## src/rtl/hvf_ref_gen.sv

```systemverilog
// 1080i reference H/V/F timing generator with genlock to an external frame-start pulse.
// Optional TRS word output enabled by defining HVF_REF_GEN_TRS_EN.
module hvf_ref_gen #(
  parameter int unsigned H_ACTIVE     = 1920,
  parameter int unsigned H_TOTAL      = 2200,
  parameter int unsigned V_TOTAL      = 1125,
  parameter int unsigned F1_ACT_START = 20,
  parameter int unsigned F1_ACT_END   = 560,
  parameter int unsigned F2_START     = 562,
  parameter int unsigned F2_ACT_START = 583,
  parameter int unsigned F2_ACT_END   = 1123,
  parameter int unsigned MISS_LIMIT   = 3
) (
  input  logic        clk_ref,
  input  logic        rst_n,
  input  logic        lock_en,
  input  logic        ext_frame_sync,
  output logic [2:0]  HVF_ref_out,
  output logic [11:0] pix_cnt,
  output logic [10:0] line_cnt,
  output logic        locked,
  output logic        frame_start
`ifdef HVF_REF_GEN_TRS_EN
  ,
  output logic [19:0] trs_out
`endif
);

  typedef enum logic [1:0] {FREE_RUN, SEARCH, LOCKED} state_t;

  localparam logic [11:0] H_ACT_C  = 12'(H_ACTIVE);
  localparam logic [11:0] HT_M1_C  = 12'(H_TOTAL - 1);
  localparam logic [10:0] VT_M1_C  = 11'(V_TOTAL - 1);
  localparam logic [10:0] F1_AS_C  = 11'(F1_ACT_START);
  localparam logic [10:0] F1_AE_C  = 11'(F1_ACT_END);
  localparam logic [10:0] F2_S_C   = 11'(F2_START);
  localparam logic [10:0] F2_AS_C  = 11'(F2_ACT_START);
  localparam logic [10:0] F2_AE_C  = 11'(F2_ACT_END);
  localparam logic [1:0]  MISS_LIM_C = 2'(MISS_LIMIT);

  state_t      state;
  logic [1:0]  miss_cnt;
  logic        bad_frame;

  logic        wrap;
  logic        jump;
  logic [11:0] pix_nxt;
  logic [10:0] line_nxt;
  logic        h_nxt;
  logic        v_nxt;
  logic        f_nxt;
  logic [1:0]  miss_inc;

  // Outputs are decoded from the next counter values so they register alongside the counters.
  always_comb begin
    wrap     = (pix_cnt == HT_M1_C) && (line_cnt == VT_M1_C);
    jump     = (state == SEARCH) && lock_en && ext_frame_sync;
    pix_nxt  = '0;
    line_nxt = '0;
    if (!jump) begin
      if (pix_cnt == HT_M1_C) begin
        pix_nxt  = '0;
        line_nxt = (line_cnt == VT_M1_C) ? '0 : line_cnt + 11'd1;
      end else begin
        pix_nxt  = pix_cnt + 12'd1;
        line_nxt = line_cnt;
      end
    end
    h_nxt    = (pix_nxt >= H_ACT_C);
    v_nxt    = !(((line_nxt >= F1_AS_C) && (line_nxt < F1_AE_C)) ||
                 ((line_nxt >= F2_AS_C) && (line_nxt < F2_AE_C)));
    f_nxt    = (line_nxt >= F2_S_C);
    miss_inc = (miss_cnt == 2'd3) ? miss_cnt : miss_cnt + 2'd1;
  end

  always_ff @(posedge clk_ref or negedge rst_n) begin
    if (!rst_n) begin
      pix_cnt     <= '0;
      line_cnt    <= '0;
      HVF_ref_out <= 3'b010;
      frame_start <= 1'b0;
      locked      <= 1'b0;
      state       <= FREE_RUN;
      miss_cnt    <= '0;
      bad_frame   <= 1'b0;
    end else begin
      pix_cnt     <= pix_nxt;
      line_cnt    <= line_nxt;
      HVF_ref_out <= {f_nxt, v_nxt, h_nxt};
      frame_start <= (pix_nxt == '0) && (line_nxt == '0);
      case (state)
        FREE_RUN: begin
          if (lock_en) state <= SEARCH;
        end
        SEARCH: begin
          if (!lock_en) begin
            state <= FREE_RUN;
          end else if (ext_frame_sync) begin
            state     <= LOCKED;
            locked    <= 1'b1;
            miss_cnt  <= '0;
            bad_frame <= 1'b0;
          end
        end
        LOCKED: begin
          if (!lock_en) begin
            state     <= FREE_RUN;
            locked    <= 1'b0;
            miss_cnt  <= '0;
            bad_frame <= 1'b0;
          end else if (wrap) begin
            // A mistimed pulse earlier in the frame still counts as a miss even if the wrap pulse is good.
            bad_frame <= 1'b0;
            if (bad_frame || !ext_frame_sync) begin
              if (miss_inc >= MISS_LIM_C) begin
                state    <= SEARCH;
                locked   <= 1'b0;
                miss_cnt <= '0;
              end else begin
                miss_cnt <= miss_inc;
              end
            end else begin
              miss_cnt <= '0;
            end
          end else if (ext_frame_sync) begin
            bad_frame <= 1'b1;
          end
        end
        default: begin
          state  <= FREE_RUN;
          locked <= 1'b0;
        end
      endcase
    end
  end

`ifdef HVF_REF_GEN_TRS_EN
  localparam logic [11:0] SAV_C = 12'(H_TOTAL - 4);

  logic [9:0]  xyz_eav;
  logic [9:0]  xyz_sav;
  logic [19:0] trs_nxt;

  always_comb begin
    xyz_eav = {1'b1, f_nxt, v_nxt, h_nxt, v_nxt ^ h_nxt, f_nxt ^ h_nxt,
               f_nxt ^ v_nxt, f_nxt ^ v_nxt ^ h_nxt, 2'b00};
    xyz_sav = {1'b1, f_nxt, v_nxt, 1'b0, v_nxt, f_nxt, f_nxt ^ v_nxt, f_nxt ^ v_nxt, 2'b00};
    trs_nxt = {10'h040, 10'h200};
    if (pix_nxt == H_ACT_C || pix_nxt == SAV_C) begin
      trs_nxt = '1;
    end else if (pix_nxt == H_ACT_C + 12'd1 || pix_nxt == H_ACT_C + 12'd2 ||
                 pix_nxt == SAV_C + 12'd1   || pix_nxt == SAV_C + 12'd2) begin
      trs_nxt = '0;
    end else if (pix_nxt == H_ACT_C + 12'd3) begin
      trs_nxt = {xyz_eav, xyz_eav};
    end else if (pix_nxt == HT_M1_C) begin
      trs_nxt = {xyz_sav, xyz_sav};
    end else if (!h_nxt && !v_nxt) begin
      trs_nxt = '0;
    end
  end

  always_ff @(posedge clk_ref or negedge rst_n) begin
    if (!rst_n) trs_out <= {10'h040, 10'h200};
    else        trs_out <= trs_nxt;
  end
`endif

endmodule
```

## config.mk

```make
export PLATFORM = sky130hd
export DESIGN_NAME = hvf_ref_gen
export DESIGN_NICKNAME = d
export VERILOG_FILES = /design/src/rtl/hvf_ref_gen.sv
export SDC_FILE = /design/constraint.sdc
export NUM_CORES = 1
export LEC_CHECK = 0
export CELL_PAD_IN_SITES_DETAIL_PLACEMENT = 0
export CELL_PAD_IN_SITES_GLOBAL_PLACEMENT = 2
export CORE_AREA = 8 8 88 90
export CTS_CLUSTER_DIAMETER = 200
export DETAILED_ROUTE_END_ITERATION = 8
export DIE_AREA = 0 0 96 98
export PLACE_DENSITY = 0.83
export SYNTH_ARGS = -nofsm -noshare
export SYNTH_HDL_FRONTEND = slang
export SYNTH_SLANG_ARGS = --single-unit
```

## constraint.sdc

```tcl
create_clock -name clk_ref -period 4.7 [get_ports clk_ref]
set_clock_uncertainty 0.05 [all_clocks]
set_input_delay 0.705 -clock clk_ref [delete_from_list [all_inputs] [get_ports clk_ref]]
set_output_delay 0.705 -clock clk_ref [all_outputs]
set_load 0.01 [all_outputs]
```

==> impl_metrics.csv <==
group,metric,value,unit
timing,worstMarginPinSlew,0.8946,ns
power_and_ir_drop,p_switching,350.8,uW
finish,area_delta_synth_final,21.76,%
detailed_routing,drtAntennaViolNets,0,
setup_path,crit_fanout,12,
die,rows,30,
setup_path,max_stage_delay,0.75,ns
synth,synth_xor_area_share,9.122,%
setup_path,critPathSlowestCell,"o21ai_1",
cts,cts_resized,0,
timing,period_needed,3.015,ns
cts,root_buffer,"clkbuf_8",
place,portBuffers,31,
synth,yosysUniqueCellTypes,60,
timing,grt_setup_unrepaired,"false",
finish,fin_area,2689,um2
cts,post_cts_buffers,0,
die,die_h,98,um
power_and_ir_drop,pwr-share-comb,32.3,%
finish,drive_above_1_share,9.025,%
setup_path,end_kind,"flop",
setup_path,r2r_cells,7,
timing,hold_viol_final,0,
synth,synth_ff_type,"dfrtp_1",
timing,setup-tns-final,0,ns
synth,avgSynthCellArea,8.869,um2
place,dpl.hpwl,4104,um
synth,ys_seq_area_share,37.45,%
power_and_ir_drop,clockPowerShare,28.2,%
synth,synth_area,2208,um2
cts,cts_tree,"done",
timing,period_share,64.15,%
finish,n_antenna_cell,0,
timing,drv_slew,0,
timing,max-slew-margin-rel,39.96,%
synth,syn_inst,249,
timing,max_freq,331.7,MHz
outcome,status,"complete, no violations",
setup_path,worst-path-buf-inv,0,
synth,synthSimpleGateAreaFrac,29.58,%
setup_path,crit_chain,"ha_1 > and4b_1 > nand3_2 > o21ai_1 > o21ai_0 > nor4b_2 > nor4bb_1",
setup_path,crit_path_start_kind,"flop",
die,die_area,9408,um2
synth,synth_top_family_by_area,"simple AND/OR/NAND/NOR gates",
synth,async_reset_ff_share,100.0,%
cts,cts_num_sinks,33,
power_and_ir_drop,total_power,1.017,mW
setup_path,cp.required,4.83,ns
power_and_ir_drop,p_leak,1.111,nW
grt,grt_pass1_wl,9259,um
synth,synth_compound_area_share,14.28,%
grt,grt_use_total,12.20,%
detailed_routing,drt_iter0_markers,62,
timing,setup_viol,0,
cts,numCtsBuffers,5,
grt,grt_max_degree,34,
grt,grt_overflow,0,
power_and_ir_drop,p_sw_share,34.49,%
setup_path,crit_cells,7,
synth,ys_warn_count,0,
min_path,hold_depth,1,
detailed_routing,vias,1912,
synth,synth_edf_count,0,
grt,antenna_found_initial,0,
cts,clk_latency,0.29,ns
cts,clk_pin_slew,0.07,ns
flow_run,maxCapViolCount,0,
synth,synthAdderAreaFrac,3.966,%
grt,grt_pass1_vias,1904,
synth,syn_nets,260,
cts,clock_path_buffers,2,
detailed_routing,finalWirelength,5510,um
die,ios,32,
die,start_util,34.01,%
detailed_routing,drc,0,
setup_path,setup.worst_path.class,"flop to flop",
detailed_routing,first_pass_iters,4,
detailed_routing,routedWlPerCell,15.43,um
power_and_ir_drop,internal_power,666.3,uW
power_and_ir_drop,peakVddDrop,0.0002260,V
setup_path,worst_ep_arrival_time,3.14,ns
die,fp.coreArea,6494,um2
synth,synth.area.mux_share,0.9632,%
finish,finalNetCount,287,
power_and_ir_drop,pwr-share-seq,39.5,%
die,die_width,96,um
power_and_ir_drop,p_per_area,378.3,nW/um2
setup_path,crit_family,"simple AND/OR/NAND/NOR gates",
synth,ys_seq_elements,33,
place,placed_cell_area,2569,um2
place,place.gp.congestion,0.7669,
min_path,holdCritPathClass,"flop to flop",
detailed_routing,via_per_inst,5.356,
cts,holdBufCountCts,0,
cts,h-tree-depth,2,
## power by group through the flow
stage	clock network, mW	logic (mW)	registers (mW)
3_3_place_gp	0	0.334	0.408
2_1_floorplan	0	0.205	0.401
5_1_grt	0.307	0.371	0.414
6_report	0.286	0.328	0.402
4_1_cts	0.296	0.334	0.403
3_5_place_dp	0	0.333	0.407
## logic make-up after synthesis
| logic type | Yosys count |
|---|---|
| buffers and inverters | 24 |
| multiplexers | 2 |
| flip-flops | 33 |
| XOR/XNOR | 23 |
| AND/OR/NAND/NOR | 114 |
| adder cells (fa/ha/maj) | 7 |
| AO/OA/AOI/OAI | 46 |
## worst paths after layout
path	from	to	slack, ns
hold reg to reg	miss_cnt[0]	miss_cnt[0]	0.43
setup reg to reg	pix_cnt[1]	frame_start	1.68
max in group asynchronous	rst_n	HVF_ref_out[1]	3.49
min in group asynchronous	rst_n	pix_cnt[0]	0.77
setup / recovery	pix_cnt[1]	frame_start	1.68
hold / removal	miss_cnt[0]	miss_cnt[0]	0.43
## metrics by stage
step / hold WS [ns] / setup slack, ns / std cells / utilization, %
floorplan: 0.3594 / 2.312 / 249 / -
global placement: 0.4109 / 1.802 / 349 / 39.56
detailed placement: 0.4121 / 1.627 / 349 / 39.56
CTS: 0.4260 / 1.711 / 357 / 41.41
global route: 0.4634 / 1.360 / 357 / 41.41
finish: 0.4265 / 1.685 / 357 / 41.41
## cells in the mapped netlist (7+ instances only)
master    count  area [um2]
clkbuf_1      7       26.28
a21oi_1       8       40.04
nor2_1       31       116.4
nand4_1       8       50.05
dfrtp_1      32       800.8
nand3_1       9       45.04
nand2_1      22       82.58
ha_1          7       87.58
inv_1        11       41.29
and3_1        7       43.79
xnor2_1      13       113.9
xor2_1       10       87.58
## cell usage in the layout, fill, tap and decap left out, types with 8 or more instances in the layout
cell type,instances
clkdlybuf4s50_1,31
nand3_1,9
dfrtp_1,32
xnor2_1,13
nand2_1,22
xor2_1,10
inv_1,11
nor2_1,31
a21oi_1,8
nand4_1,8
## worst reg2reg max path, delay by kind of cell, from the launching register on
kind,cells,cell delay [ns]
flip-flops,1,0.47
adder cells (fa/ha/maj),1,0.33
AND/OR/NAND/NOR,4,1.05
AO/OA/AOI/OAI,2,1.01
## cell type report
cell class,instances,area [um2]
Fill cell,649,3805
Timing Repair Buffer,32,317.8
Multi-Input combinational cell,192,1279
Inverter,12,45.04
Clock buffer,6,82.58
Clock inverter,2,37.54
Sequential cell,33,827.0
Tap cell,80,100.1
## registers in the layout, summed over array words and instances, names as in the netlist
register / flops
frame_start: 1
pix_cnt: 12
miss_cnt: 2
bad_frame: 1
state: 2
line_cnt: 11
HVF_ref_out: 3
locked: 1
## layer usage
| metal | global-route usage, % | routed length, um | up-vias | part of all wire, % |
|---|---|---|---|---|
| met5 | 0 | 0 | - | 0 |
| met4 | 4.497 | 91 | 0 | 1.7 |
| met3 | 2.379 | 229 | 9 | 4.2 |
| met2 | 19.40 | 2587 | 38 | 47 |
| met1 | 15.69 | 2602 | 932 | 47 |
| li1 | - | - | 933 | - |
Power figures use the tool's default switching activity.
